<file path="src/rtl/aes128_stream_ctrl_if.sv">
// ============================================================================
// Module   : aes128_stream_ctrl_if
// Brief    : Word-stream handshake bundle between host and AES stream controller
// Revision : 1.0
// ============================================================================
`default_nettype none

interface aes128_stream_ctrl_if;
  logic        sel_cypher;
  logic        reuse_key;
  logic        in_valid;
  logic        in_ready;
  logic [0:31] in_data;
  logic        out_valid;
  logic        out_ready;
  logic [0:31] out_data;

  modport master (
    output sel_cypher, reuse_key, in_valid, in_data, out_ready,
    input  in_ready, out_valid, out_data
  );

  modport slave (
    input  sel_cypher, reuse_key, in_valid, in_data, out_ready,
    output in_ready, out_valid, out_data
  );
endinterface

`default_nettype wire

</file>
<file path="src/rtl/aes128_stream_ctrl.sv">
// ============================================================================
// Module   : aes128_stream_ctrl
// Brief    : Assembles key/message words for the AES-128 core, runs it for
//            LATENCY cycles and streams the 128-bit result back as 4 words.
// Revision : 1.0
// ============================================================================
`default_nettype none

module aes128_stream_ctrl #(
  parameter int unsigned LATENCY = 11
) (
  input  logic                    clk,
  input  logic                    reset,
  aes128_stream_ctrl_if.slave     bus,
  output logic                    core_rst,
  output logic                    core_sel,
  output logic [0:127]            core_key,
  output logic [0:127]            core_message,
  input  logic [0:127]            core_result,
  output logic                    busy
);

  localparam logic [7:0] LAT8 = 8'(LATENCY);

  typedef enum logic [1:0] {
    LOAD  = 2'd0,
    RUN   = 2'd1,
    DRAIN = 2'd2
  } state_t;

  state_t       state_q, state_d;
  logic [2:0]   wc_q, wc_d;
  logic [7:0]   rc_q, rc_d;
  logic [1:0]   oc_q, oc_d;
  logic         reuse_q, reuse_d;
  logic         sel_q, sel_d;
  logic [0:127] key_q, key_d;
  logic [0:127] msg_q, msg_d;
  logic [0:127] buf_q, buf_d;
  logic         in_ready_q, in_ready_d;
  logic         out_valid_q, out_valid_d;
  logic [0:31]  out_data_q, out_data_d;
  logic         core_rst_q, core_rst_d;
  logic         busy_q, busy_d;

  logic         w_in_acc;
  logic         w_out_acc;
  logic         w_reuse_eff;
  logic         w_last_word;
  logic [1:0]   w_oc_nxt;

  always_comb begin
    state_d     = state_q;
    wc_d        = wc_q;
    rc_d        = rc_q;
    oc_d        = oc_q;
    reuse_d     = reuse_q;
    sel_d       = sel_q;
    key_d       = key_q;
    msg_d       = msg_q;
    buf_d       = buf_q;
    out_valid_d = out_valid_q;
    out_data_d  = out_data_q;

    w_in_acc    = bus.in_valid & in_ready_q;
    w_out_acc   = out_valid_q & bus.out_ready;
    // The mode flag is live only on the first word; later words use the latched copy
    w_reuse_eff = (wc_q == 3'd0) ? bus.reuse_key : reuse_q;
    w_last_word = w_reuse_eff ? (wc_q == 3'd3) : (wc_q == 3'd7);
    w_oc_nxt    = oc_q + 2'd1;

    case (state_q)
      LOAD: begin
        if (w_in_acc) begin
          if (wc_q == 3'd0) begin
            sel_d   = bus.sel_cypher;
            reuse_d = bus.reuse_key;
          end
          if (!w_reuse_eff && !wc_q[2]) begin
            key_d[{wc_q[1:0], 5'd0} +: 32] = bus.in_data;
          end else begin
            msg_d[{wc_q[1:0], 5'd0} +: 32] = bus.in_data;
          end
          if (w_last_word) begin
            state_d = RUN;
            wc_d    = 3'd0;
            rc_d    = 8'd0;
          end else begin
            wc_d = wc_q + 3'd1;
          end
        end
      end

      RUN: begin
        rc_d = rc_q + 8'd1;
        if (rc_q == LAT8) begin
          buf_d       = core_result;
          out_data_d  = core_result[0:31];
          out_valid_d = 1'b1;
          oc_d        = 2'd0;
          state_d     = DRAIN;
        end
      end

      DRAIN: begin
        if (w_out_acc) begin
          oc_d = w_oc_nxt;
          if (oc_q == 2'd3) begin
            out_valid_d = 1'b0;
            state_d     = LOAD;
          end else begin
            out_data_d = buf_q[{w_oc_nxt, 5'd0} +: 32];
          end
        end
      end

      default: begin
        state_d = LOAD;
      end
    endcase

    // Status outputs are registered copies decoded from the next state
    in_ready_d = (state_d == LOAD);
    busy_d     = (state_d != LOAD);
    core_rst_d = (state_d != RUN);
  end

  always_ff @(posedge clk or posedge reset) begin
    if (reset) begin
      state_q     <= LOAD;
      wc_q        <= 3'd0;
      rc_q        <= 8'd0;
      oc_q        <= 2'd0;
      reuse_q     <= 1'b0;
      sel_q       <= 1'b0;
      key_q       <= '0;
      msg_q       <= '0;
      buf_q       <= '0;
      in_ready_q  <= 1'b1;
      out_valid_q <= 1'b0;
      out_data_q  <= '0;
      core_rst_q  <= 1'b1;
      busy_q      <= 1'b0;
    end else begin
      state_q     <= state_d;
      wc_q        <= wc_d;
      rc_q        <= rc_d;
      oc_q        <= oc_d;
      reuse_q     <= reuse_d;
      sel_q       <= sel_d;
      key_q       <= key_d;
      msg_q       <= msg_d;
      buf_q       <= buf_d;
      in_ready_q  <= in_ready_d;
      out_valid_q <= out_valid_d;
      out_data_q  <= out_data_d;
      core_rst_q  <= core_rst_d;
      busy_q      <= busy_d;
    end
  end

  assign bus.in_ready  = in_ready_q;
  assign bus.out_valid = out_valid_q;
  assign bus.out_data  = out_data_q;
  assign core_rst      = core_rst_q;
  assign core_sel      = sel_q;
  assign core_key      = key_q;
  assign core_message  = msg_q;
  assign busy          = busy_q;

endmodule

`default_nettype wire

</file>
<file path="src/flat_wrapper.sv">
// flat-port wrapper written by rule: the top's interface ports become plain ports
module aes128_stream_ctrl_flat 
#(
  parameter int unsigned LATENCY = 11
)
  (clk, reset, core_rst, core_sel, core_key, core_message, core_result, busy, bus_sel_cypher, bus_reuse_key, bus_in_valid, bus_in_data, bus_out_ready, bus_in_ready, bus_out_valid, bus_out_data);
  aes128_stream_ctrl_if bus_i ();
  input  logic clk;
  input  logic reset;
  output logic core_rst;
  output logic core_sel;
  output logic [0:127] core_key;
  output logic [0:127] core_message;
  input  logic [0:127] core_result;
  output logic busy;
  input wire logic [$bits(bus_i.sel_cypher)-1:0] bus_sel_cypher;
  input wire logic [$bits(bus_i.reuse_key)-1:0] bus_reuse_key;
  input wire logic [$bits(bus_i.in_valid)-1:0] bus_in_valid;
  input wire logic [$bits(bus_i.in_data)-1:0] bus_in_data;
  input wire logic [$bits(bus_i.out_ready)-1:0] bus_out_ready;
  output wire logic [$bits(bus_i.in_ready)-1:0] bus_in_ready;
  output wire logic [$bits(bus_i.out_valid)-1:0] bus_out_valid;
  output wire logic [$bits(bus_i.out_data)-1:0] bus_out_data;
  assign bus_i.sel_cypher = bus_sel_cypher;
  assign bus_i.reuse_key = bus_reuse_key;
  assign bus_i.in_valid = bus_in_valid;
  assign bus_i.in_data = bus_in_data;
  assign bus_i.out_ready = bus_out_ready;
  assign bus_in_ready = bus_i.in_ready;
  assign bus_out_valid = bus_i.out_valid;
  assign bus_out_data = bus_i.out_data;
  aes128_stream_ctrl #(.LATENCY(LATENCY)) u_core (.clk(clk), .reset(reset), .bus(bus_i), .core_rst(core_rst), .core_sel(core_sel), .core_key(core_key), .core_message(core_message), .core_result(core_result), .busy(busy));
endmodule
</file>
<file path="config.mk">
export PLATFORM = sky130hd
export DESIGN_NAME = aes128_stream_ctrl_flat
export DESIGN_NICKNAME = d
export VERILOG_FILES = /design/src/rtl/aes128_stream_ctrl_if.sv /design/src/rtl/aes128_stream_ctrl.sv /design/src/flat_wrapper.sv
export SDC_FILE = /design/constraint.sdc
export NUM_CORES = 1
export LEC_CHECK = 0
export ABC_AREA = 1
export CAP_MARGIN = 20
export CELL_PAD_IN_SITES_DETAIL_PLACEMENT = 1
export CELL_PAD_IN_SITES_GLOBAL_PLACEMENT = 2
export CORE_MARGIN = 4
export CORE_UTILIZATION = 31
export DETAILED_ROUTE_END_ITERATION = 16
export GPL_TIMING_DRIVEN = 0
export PLACE_DENSITY_LB_ADDON = 0.1
export SLEW_MARGIN = 20
export SYNTH_ARGS = -nofsm -noshare
export SYNTH_HDL_FRONTEND = slang
export SYNTH_SLANG_ARGS = --single-unit
</file>
<file path="constraint.sdc">
create_clock -name clk -period 31.9 [get_ports clk]
set_input_delay 3.19 -clock clk [delete_from_list [all_inputs] [get_ports clk]]
set_output_delay 3.19 -clock clk [all_outputs]
set_load 0.05 [all_outputs]
</file>
==> results.txt <==
FFs w/ async S/R, synth: 1.00
post-route ant nets: 0
dpl ws: 26,150 ps
minimum period implied by the final worst setup slack: 5120 ps
IO Pins: 459
Final Hold Vio Count: 0
delay-heaviest family, CP: buffers and inverters
maxcap violations: 0
Final GP Congestion: 0.853
GRT Total Usage: 0.253
Main synth FF type: dfrtp_1
Mapped Nets: 2,759
area share of and/or/nand/nor cells after synthesis: 0.317
Slew @ Worst Pin: 807 ps
Crit Path Class: reg2out
post-CTS setup buffers: 0
Synth Area in XOR/XNOR: 0
Pleak: 0.0141 uW
Slowest-stage cell, CP: clkdlybuf4s50_1
cts repair resizes: 0
Slew Limit Fails: 0
Final period util: 0.161
layout cells sized above 1: 0.0592
clock sink total: 437
Initial Utilization: 0.313
Die ar.: 68,900 sq um
CP Cell Sequence: clkdlybuf4s50_1
outcome: completed
Worst slew margin: 0.462
Yosys reg bits: 437
Yosys top cell area share: 0.542
Worst Setup Slack, final: 26,780 ps
Gate Count Post-Synth: 2,582
clk root buf: clkbuf_16
RSZ-0062 raised after global routing: false
clock buffer depth: 3
first-pass GRT wire length: 134,000 um
Adder-Cell Fraction of Synth Area: 0.00685
Worst setup EP type: output pin
Post-Syn Area: 20,100 sq um
row cnt: 93
total grt overflow: 0
CTS tree: done
Die Height: 262 um
clock latency on the worst-skew pair: 620 ps
count of cell types in the netlist: 23
antenna violations before repair: 2
routed length per instance: 22.3 um
CTS Buf Count: 53
Pwr per Cell Area: 44.5 nW/um^2
post-synthesis sequential area ratio: 0.545
Buf/Inv on CP: 1
drt drc: 0
1st-iter DRT viols: 955
first-pass iteration count of the detailed router: 5
worst vdd ir: 39.9 uV
Post-Route WL: 89,200 um
largest family of logic cells by synthesized area: simple AND/OR/NAND/NOR gates
Die X: 262 um
worst hold path class: reg2reg
H-tree depth: 2
max incr delay on CP: 800 ps
Final Util: 0.430
Area Growth Syn to Fin: 37.7%
most frequent cells in the layout: nand2_1, clkdlybuf4s50_1, dfrtp_1
nets@finish: 3,276
skew final: 20.6 ps
Yosys warnings: 0
WHS: 469 ps
Post-DP HPWL: 67,900 um
fmax: 195 MHz
post-synthesis mux area share: 0.000561
Setup TNS: 0 ps
top area cells in the synthesized netlist: dfrtp_1, nand2_1, nand3_1
WP data required: 28,710 ps
DR vias/cell: 4.89
Critical Path Source Type: flip-flop
vias in the first global route: 21,400
CP arrival: 1930 ps
largest net degree at the start of global routing: 99
via count: 19,500
complex-gate fraction of the synthesized area: 0.0686
average size of a mapped cell: 7.78 sq um
Final Setup Violations: 0
EDFF count, synth: 0
post-cts hold buffer count: 0
Clock transition at path regs: 60 ps
most common cell after layout, fill and taps aside: nand2_1
core box area: 64,200 sq um
CP max FO: 2
number of port buffers: 458
Yosys top cell by area: dfrtp_1
-- cell families after synthesis --
logic type	count (synthesis)
AND/OR/NAND/NOR	1544
multiplexers	1
AO/OA/AOI/OAI	274
adder cells (fa/ha/maj)	11
flip-flops	437
buffers and inverters	315
-- power breakdown --
| part | total [uW] | internal [uW] | switching [uW] | leakage [uW] |
|---|---|---|---|---|
| logic | 46.1 | 21.2 | 24.8 | 0.00778 |
| registers | 554 | 554 | 0 | 0.00539 |
| clock network | 631 | 376 | 255 | 0.000884 |
| total | 1230 | 951 | 280 | 0.0141 |
-- per-layer routing --
| metal | routed length, um | GRT usage |
|---|---|---|
| met5 | 0 | 0 |
| met4 | 3740 | 0.0988 |
| met3 | 5270 | 0.0655 |
| met2 | 44800 | 0.445 |
| met1 | 35400 | 0.295 |
-- cells in the mapped netlist, types with 3 or more instances --
| cell type | count |
|---|---|
| o21ai_1 | 122 |
| buf_2 | 59 |
| ha_1 | 11 |
| clkbuf_1 | 102 |
| nor2_1 | 153 |
| dfrtp_1 | 435 |
| o21ai_0 | 146 |
| nor3_1 | 129 |
| or2_2 | 30 |
| nand2_1 | 1016 |
| nand4_1 | 34 |
| a21oi_1 | 4 |
| nor2_2 | 3 |
| inv_1 | 127 |
| nand3_1 | 176 |
| buf_1 | 26 |
-- cell type report --
class	count	area [sq um]
antenna	2	5.00
buffer	187	776
clock buffer	83	1600
clock inverter	13	191
fill	7772	36600
inverter	128	488
multi-input combinational	1830	7880
sequential	437	10900
tap	855	1070
timing repair buffer	462	4690
-- stage by stage --
stage	total power, uW	cells	area [sq um]
2_1_floorplan	578	2582	20100
3_3_place_gp	610	3895	25700
3_5_place_dp	611	3899	25800
4_1_cts	1250	3995	27600
5_1_grt	1270	3996	27600
6_report	1230	3997	27600
-- final timing paths --
path                                               start                                   to  slack [ps]  depth (start not counted)
setup reg to reg              u_core.wc_q[0]$_DFFE_PP0P_  u_core.core_message[65]$_DFFE_PP0P_       27240                         17
max in group asynchronous                          reset         u_core.buf_q[92]$_DFFE_PP0P_       27560                          4
min in group asynchronous                          reset        u_core.buf_q[103]$_DFFE_PP0P_        3040                          2
hold / removal              u_core.buf_q[89]$_DFFE_PP0P_         u_core.buf_q[89]$_DFFE_PP0P_         470                          2
hold reg to reg             u_core.buf_q[89]$_DFFE_PP0P_         u_core.buf_q[89]$_DFFE_PP0P_         470                          2
setup / recovery           u_core.bus.in_ready$_DFF_PP1_                         bus_in_ready       26780                          1
-- registers in the layout (all words and copies together), names as in the netlist, 2 cells and up --
signal / cells
u_core.bus.out_data: 32
u_core.state_q: 2
u_core.buf_q: 128
u_core.rc_q: 8
u_core.core_key: 128
u_core.oc_q: 2
u_core.wc_q: 3
u_core.core_message: 128
Power figures use the tool's default switching activity.
